<file path="src/rtl/motion_sequencer.sv">
// Purpose : sequences the left/right stepper coil patterns for one motion command at a time.
// Latency : k-th step at k*DIV cycles after acceptance; done pulse SETTLE_CYC cycles after the last step.
// Backpress: cmd_ready only in IDLE with abort low; offers while busy are dropped, never queued.
//
// Ports:
//   clk, rst          clock; asynchronous active-low reset
//   cmd_valid/ready   command handshake (cmd_ready is combinational from state and abort)
//   cmd_op            00 forward, 01 turn left, 10 turn right, 11 reverse
//   cmd_steps         step count for forward/reverse (turns use TURN_STEPS)
//   cmd_speed         0 -> DIV_SLOW cycles per step, 1 -> DIV_FAST
//   abort             cancels an active command without a done pulse
//   motor_left/right  coil patterns, held in every state, 0001 out of reset
//   busy, done        command in progress / one-cycle completion pulse
//
// Build option: define MOTION_HALF_STEP_EN for the 8-phase half-step sequence
// (3-bit phase index); otherwise the 4-phase full-step wave (2-bit index).
module motion_sequencer #(
  parameter int STEP_W     = 12,
  parameter int TURN_STEPS = 256,
  parameter int DIV_SLOW   = 50000,
  parameter int DIV_FAST   = 25000,
  parameter int SETTLE_CYC = 1000
) (
  input  logic              clk,
  input  logic              rst,
  input  logic              cmd_valid,
  output logic              cmd_ready,
  input  logic [1:0]        cmd_op,
  input  logic [STEP_W-1:0] cmd_steps,
  input  logic              cmd_speed,
  input  logic              abort,
  output logic [3:0]        motor_left,
  output logic [3:0]        motor_right,
  output logic              busy,
  output logic              done
);

  localparam logic [1:0] OP_FWD = 2'b00;
  localparam logic [1:0] OP_TL  = 2'b01;
  localparam logic [1:0] OP_TR  = 2'b10;
  localparam logic [1:0] OP_REV = 2'b11;

`ifdef MOTION_HALF_STEP_EN
  localparam int PH_W = 3;
`else
  localparam int PH_W = 2;
`endif

  // Divider must hold 0..DIV-1 for the larger of the two rates.
  localparam int DIV_MAX = (DIV_SLOW > DIV_FAST) ? DIV_SLOW : DIV_FAST;
  localparam int DIV_W   = $clog2(DIV_MAX);
  localparam int SET_W   = (SETTLE_CYC > 1) ? $clog2(SETTLE_CYC) : 1;

  typedef enum logic [1:0] {
    S_IDLE   = 2'd0,
    S_RUN    = 2'd1,
    S_SETTLE = 2'd2
  } state_t;

  state_t            state_q, state_d;
  logic [1:0]        op_q, op_d;
  logic              speed_q, speed_d;
  logic [STEP_W-1:0] step_cnt_q, step_cnt_d;
  logic [DIV_W-1:0]  div_q, div_d;
  logic [SET_W-1:0]  set_q, set_d;
  logic [PH_W-1:0]   lidx_q, lidx_d;
  logic [PH_W-1:0]   ridx_q, ridx_d;
  logic              done_q, done_d;

  logic [DIV_W-1:0]  div_last;
  logic              left_dn;
  logic              right_dn;
  logic              accept;

  // Coil pattern for a phase index.
  function automatic logic [3:0] phase_pat(input logic [PH_W-1:0] idx);
    logic [3:0] p;
`ifdef MOTION_HALF_STEP_EN
    case (idx)
      3'd0:    p = 4'b0001;
      3'd1:    p = 4'b0011;
      3'd2:    p = 4'b0010;
      3'd3:    p = 4'b0110;
      3'd4:    p = 4'b0100;
      3'd5:    p = 4'b1100;
      3'd6:    p = 4'b1000;
      default: p = 4'b1001;
    endcase
`else
    case (idx)
      2'd0:    p = 4'b0001;
      2'd1:    p = 4'b0010;
      2'd2:    p = 4'b0100;
      default: p = 4'b1000;
    endcase
`endif
    return p;
  endfunction

  // Terminal divider value for the latched speed.
  assign div_last = speed_q ? DIV_W'(DIV_FAST - 1) : DIV_W'(DIV_SLOW - 1);

  // Right wheel is mounted mirrored: its "forward" is a decrementing index.
  always_comb begin
    left_dn  = 1'b0;
    right_dn = 1'b0;
    case (op_q)
      OP_FWD:  begin left_dn = 1'b0; right_dn = 1'b1; end
      OP_TL:   begin left_dn = 1'b1; right_dn = 1'b1; end
      OP_TR:   begin left_dn = 1'b0; right_dn = 1'b0; end
      default: begin left_dn = 1'b1; right_dn = 1'b0; end // OP_REV
    endcase
  end

  assign cmd_ready = (state_q == S_IDLE) & ~abort;
  assign accept    = cmd_valid & cmd_ready;

  // Next-state logic.
  always_comb begin
    state_d    = state_q;
    op_d       = op_q;
    speed_d    = speed_q;
    step_cnt_d = step_cnt_q;
    div_d      = div_q;
    set_d      = set_q;
    lidx_d     = lidx_q;
    ridx_d     = ridx_q;
    done_d     = 1'b0;

    case (state_q)
      S_IDLE: begin
        if (accept) begin
          op_d    = cmd_op;
          speed_d = cmd_speed;
          if ((cmd_op == OP_TL) || (cmd_op == OP_TR)) begin
            step_cnt_d = STEP_W'(TURN_STEPS);
          end else begin
            step_cnt_d = cmd_steps;
          end
          div_d   = '0;
          set_d   = '0;
          state_d = S_RUN;
        end
      end

      S_RUN: begin
        if (abort) begin
          // Abort wins over a coincident step: coils keep the current pattern.
          state_d = S_IDLE;
        end else if (step_cnt_q == '0) begin
          // Only reachable by a zero-step command: finish without settling.
          state_d = S_IDLE;
          done_d  = 1'b1;
        end else if (div_q == div_last) begin
          div_d      = '0;
          step_cnt_d = step_cnt_q - STEP_W'(1);
          lidx_d     = left_dn  ? (lidx_q - PH_W'(1)) : (lidx_q + PH_W'(1));
          ridx_d     = right_dn ? (ridx_q - PH_W'(1)) : (ridx_q + PH_W'(1));
          if (step_cnt_q == STEP_W'(1)) begin
            state_d = S_SETTLE;
            set_d   = '0;
          end
        end else begin
          div_d = div_q + DIV_W'(1);
        end
      end

      S_SETTLE: begin
        if (abort) begin
          state_d = S_IDLE;
        end else if (set_q == SET_W'(SETTLE_CYC - 1)) begin
          state_d = S_IDLE;
          done_d  = 1'b1;
        end else begin
          set_d = set_q + SET_W'(1);
        end
      end

      default: begin
        state_d = S_IDLE;
      end
    endcase
  end

  // State registers.
  always_ff @(posedge clk or negedge rst) begin
    if (!rst) begin
      state_q    <= S_IDLE;
      op_q       <= OP_FWD;
      speed_q    <= 1'b0;
      step_cnt_q <= '0;
      div_q      <= '0;
      set_q      <= '0;
      lidx_q     <= '0;
      ridx_q     <= '0;
      done_q     <= 1'b0;
    end else begin
      state_q    <= state_d;
      op_q       <= op_d;
      speed_q    <= speed_d;
      step_cnt_q <= step_cnt_d;
      div_q      <= div_d;
      set_q      <= set_d;
      lidx_q     <= lidx_d;
      ridx_q     <= ridx_d;
      done_q     <= done_d;
    end
  end

  assign motor_left  = phase_pat(lidx_q);
  assign motor_right = phase_pat(ridx_q);
  assign busy        = (state_q == S_RUN) || (state_q == S_SETTLE);
  assign done        = done_q;

endmodule
</file>
<file path="config.mk">
export PLATFORM = sky130hd
export DESIGN_NAME = motion_sequencer
export DESIGN_NICKNAME = d
export VERILOG_FILES = /design/src/rtl/motion_sequencer.sv
export SDC_FILE = /design/constraint.sdc
export NUM_CORES = 1
export LEC_CHECK = 0
export CORE_MARGIN = 4
export CORE_UTILIZATION = 57
export DETAILED_ROUTE_END_ITERATION = 7
export PLACE_DENSITY = 0.87
export SKIP_CTS_REPAIR_TIMING = 1
export SYNTH_ARGS = -nofsm -noshare
export SYNTH_HDL_FRONTEND = slang
export SYNTH_SLANG_ARGS = --single-unit
export TNS_END_PERCENT = 50
</file>
<file path="constraint.sdc">
create_clock -name clk -period 3.5 [get_ports clk]
set_input_delay 0.7 -clock clk [delete_from_list [all_inputs] [get_ports clk]]
set_output_delay 0.7 -clock clk [all_outputs]
set_load 0.005 [all_outputs]
</file>
==> metrics.md <==
| Metric | Value |
|---|---|
| Layout overhead on the synthesized area | `17.5%` |
| Final setup skew | `0.00889 ns` |
| Worst hold-check path type | `reg -> reg` |
| CTS tree | `yes` |
| DR iter-0 viols | `237` |
| Critical Path, Cell by Cell | `ha_1, nand2_1, or4_4, o31a_1, or4_4, o41ai_2` |
| Fin. Hold Viols | `0` |
| Crit path max-delay cell type | `or4_4` |
| Reg-to-Reg Start | `div_q[0]$_DFFE_PN0P_` |
| Area of the core | `5070 sq um` |
| Detail Placement HPWL | `4.89 mm` |
| DP Cell Count | `410` |
| CP arrival | `2.96 ns` |
| Outcome | `finished, final reports clean` |
| Global route overflow | `0` |
| Pre-CTS setup slack | `0.760 ns` |
| Final setup margin | `0.758 ns` |
| Power per cell area | `584 nW/um^2` |
| Latest clock arrival within the worst-skew pair | `0.31 ns` |
| Avg Vias per Cell | `6.34` |
| Die Width | `80.2 um` |
| Max Root-Sink Buffers | `2` |
| Reg2reg path depth | `6` |
| Max Cap Violations | `0` |
| Ys async rst share | `100%` |
| Final wirelength | `7.05 mm` |
| GPL Wtd Cong | `0.898` |
| Met1 Usage GRT | `31.4%` |
| Post-layout min period | `2.74 ns` |
| Post-synthesis sequential area ratio | `40.4%` |
| Drt wl/cell | `16.9 um` |
| DRT antenna net count | `0` |
| Mapped Area | `2970 sq um` |
| Via count | `2652` |
| Synth Flop Type | `dfrtp_1` |
| Library cells used by synthesis | `51` |
| CTS Buf Count | `5` |
| Setup TNS | `0 ns` |
| Final hold slack | `0.524 ns` |
| Worst path max stage delay | `0.67 ns` |
| Largest net degree at the start of global routing | `49` |
| Critical path buffer and inverter count | `0` |
| Syn Inst Count | `317` |
| Fmax | `365 MHz` |
| Top Usage Layer GRT | `met2` |
| Peak supply drop | `0.000308 V` |
| Fill count | `395` |
| H-tree lvl count | `2` |
| Post-synth EDFFs | `0` |
| Tot Pwr | `0.00204 W` |
| Post-Syn Nets | `352` |
| All-layer global routing usage | `23.7%` |
| Final Max Tran Viols | `0` |
| Vias in the first global route | `2538` |
| Worst Setup EP | `set_q[9]$_DFFE_PN0P_` |
| Synth warn | `0` |
| Die Span Y | `80.2 um` |
| Reg-to-Reg End | `set_q[9]$_DFFE_PN0P_` |
| Cell seen most often among critical-path stages | `or4_4` |
| WP depth | `6` |
| LEAKAGE | `1.45 nW` |
| Final setup viols | `0` |
| # diodes | `0` |
| Tcrit/Tclk final | `78.3%` |
| Share of layout cells above drive strength 1 | `7.18%` |
| DRC Markers | `0` |
| Met3 usage in global routing | `3.92%` |
| Nets | `382` |
| FF+latch count, synth | `48` |
| Layout Cells excl Fill | `418` |
| Crit Path Category | `reg -> reg` |
| Port bufs | `29` |
| Initial antenna violation count | `0` |
| Initial Util | `58.6%` |
| Clk sinks | `48` |
| Measured slew at the worst slew-check pin | `1.07 ns` |
| RSZ-0062 raised after global routing | `false` |
| Worst Setup SP | `div_q[0]$_DFFE_PN0P_` |
| Met2 usage | `40.2%` |
| Slew margin rel. | `28.9%` |
| Critical path capture point type | `flip-flop` |
| Drt pass-1 iters | `5` |
| Root Driver | `clkbuf_8` |
| First-pass GRT wire length | `12.1 mm` |
| Std cell rows | `26` |
| Mapped Avg Cell Area | `9.37 sq um` |
| Critical Path RT | `3.72 ns` |
| # IOs | `30` |
| Family with the most delay on the worst path | `simple AND/OR/NAND/NOR gates` |
| Max FO, Critical Path | `17` |
| Critical Path Start Type | `flip-flop` |
| FF-to-FF setup slack | `0.76 ns` |
| Clock transition at the registers of the reported paths | `0.10 ns` |
| Die Area | `6430 sq um` |
worst min-delay path by stage:
| stage | slack, ns | end | start | depth (start not counted) |
|---|---|---|---|---|
| floorplan | 0.40 | div_q[0]$_DFFE_PN0P_ | rst | 0 |
| global placement | 0.49 | div_q[1]$_DFFE_PN0P_ | div_q[1]$_DFFE_PN0P_ | 2 |
| detailed placement | 0.50 | set_q[8]$_DFFE_PN0P_ | set_q[8]$_DFFE_PN0P_ | 1 |
| CTS | 0.51 | set_q[8]$_DFFE_PN0P_ | set_q[8]$_DFFE_PN0P_ | 1 |
| global route | 0.53 | set_q[8]$_DFFE_PN0P_ | set_q[8]$_DFFE_PN0P_ | 1 |
| finish | 0.52 | set_q[8]$_DFFE_PN0P_ | set_q[8]$_DFFE_PN0P_ | 1 |
registers in the layout (all words and copies together), names as in the netlist:
signal	count
step_cnt_q	12
op_q	2
speed_q	1
set_q	10
ridx_q	2
state_q	2
div_q	16
lidx_q	2
done	1
routing by layer:
metal | part of all wire (%) | routed length (um)
met4 | 1.1 | 80
met5 | 0 | 0
met1 | 44 | 3070
met2 | 50 | 3550
met3 | 4.9 | 345
power breakdown:
| part | switching, W | internal, W | total (W) | leakage [nW] |
|---|---|---|---|---|
| combinational | 0.000451 | 0.000299 | 0.000751 | 0.744 |
| clock | 0.000194 | 0.000357 | 0.000551 | 0.0784 |
| sequential | 0.0000916 | 0.000646 | 0.000737 | 0.626 |
| total | 0.000737 | 0.00130 | 0.00204 | 1.45 |
cell usage after synthesis (2+ instances only):
cell / count / area [sq um]
a21oi_1: 12 / 60.1
a22o_1: 7 / 61.3
a22oi_1: 2 / 15.0
a31oi_1: 2 / 12.5
a32oi_1: 2 / 17.5
and2_1: 2 / 12.5
and3_1: 6 / 37.5
clkbuf_1: 10 / 37.5
dfrtp_1: 48 / 1200
ha_1: 16 / 200
inv_1: 14 / 52.6
mux2_2: 4 / 45.0
mux2i_1: 3 / 30.0
nand2_1: 22 / 82.6
nand2b_1: 3 / 18.8
nand3_1: 23 / 115
nand4_1: 8 / 50.1
nand4b_1: 2 / 17.5
nand4bb_1: 2 / 22.5
nor2_1: 22 / 82.6
nor2b_1: 5 / 31.3
nor3_1: 3 / 15.0
nor3b_1: 2 / 15.0
nor4_1: 4 / 25.0
o21ai_0: 24 / 120
o2bb2ai_1: 6 / 52.6
o31a_1: 3 / 26.3
o31ai_1: 13 / 97.6
o41ai_1: 8 / 70.1
o41ai_2: 2 / 32.5
or3_1: 4 / 25.0
or4_1: 5 / 37.5
or4_4: 2 / 22.5
xnor2_1: 5 / 43.8
xor2_1: 5 / 43.8
cell type report:
class                      count  area (sq um)  area share (%)
multi-input combinational    244          1670            47.8
clock inverter                 3          90.1            2.58
tap                           70          87.6            2.51
timing repair buffer          34           323            9.24
inverter                      14          52.6            1.50
sequential                    48          1200            34.4
clock buffer                   5          68.8            1.97
cell families after synthesis:
| family | after synthesis | share of synthesized area (%) |
|---|---|---|
| AND/OR/NAND/NOR | 123 | 22.8 |
| AO/OA/AOI/OAI | 88 | 21.1 |
| flip-flops | 48 | 40.4 |
| buffers and inverters | 25 | 3.41 |
| adder cells (fa/ha/maj) | 16 | 6.74 |
| XOR/XNOR | 10 | 2.95 |
| multiplexers | 7 | 2.53 |
through the flow:
stage | util [%] | instance area, sq um
6_report | 68.8 | 3490
3_3_place_gp | 65.7 | 3330
3_5_place_dp | 65.7 | 3330
5_1_grt | 68.8 | 3490
2_1_floorplan | - | 2970
4_1_cts | 68.8 | 3490
cell usage in the layout, fill, tap and decap left out, types with 5 or more instances in the layout:
| master | netlist | final |
|---|---|---|
| xor2_1 | 5 | 5 |
| dfrtp_1 | 48 | 48 |
| clkbuf_8 | 0 | 5 |
| nand2_1 | 22 | 22 |
| xnor2_1 | 5 | 5 |
| inv_1 | 14 | 14 |
| and3_1 | 6 | 6 |
| nand3_1 | 23 | 23 |
| o21ai_0 | 24 | 24 |
| or4_1 | 5 | 5 |
| a21oi_1 | 12 | 12 |
| a22o_1 | 7 | 7 |
| o41ai_1 | 8 | 8 |
| ha_1 | 16 | 16 |
| nor2_1 | 22 | 22 |
| clkdlybuf4s50_1 | 0 | 28 |
| o31ai_1 | 13 | 13 |
| nor2b_1 | 5 | 5 |
| o2bb2ai_1 | 6 | 6 |
| nand4_1 | 8 | 8 |
| buf_4 | 0 | 5 |
Note: power is estimated with default switching activity, not from simulation.
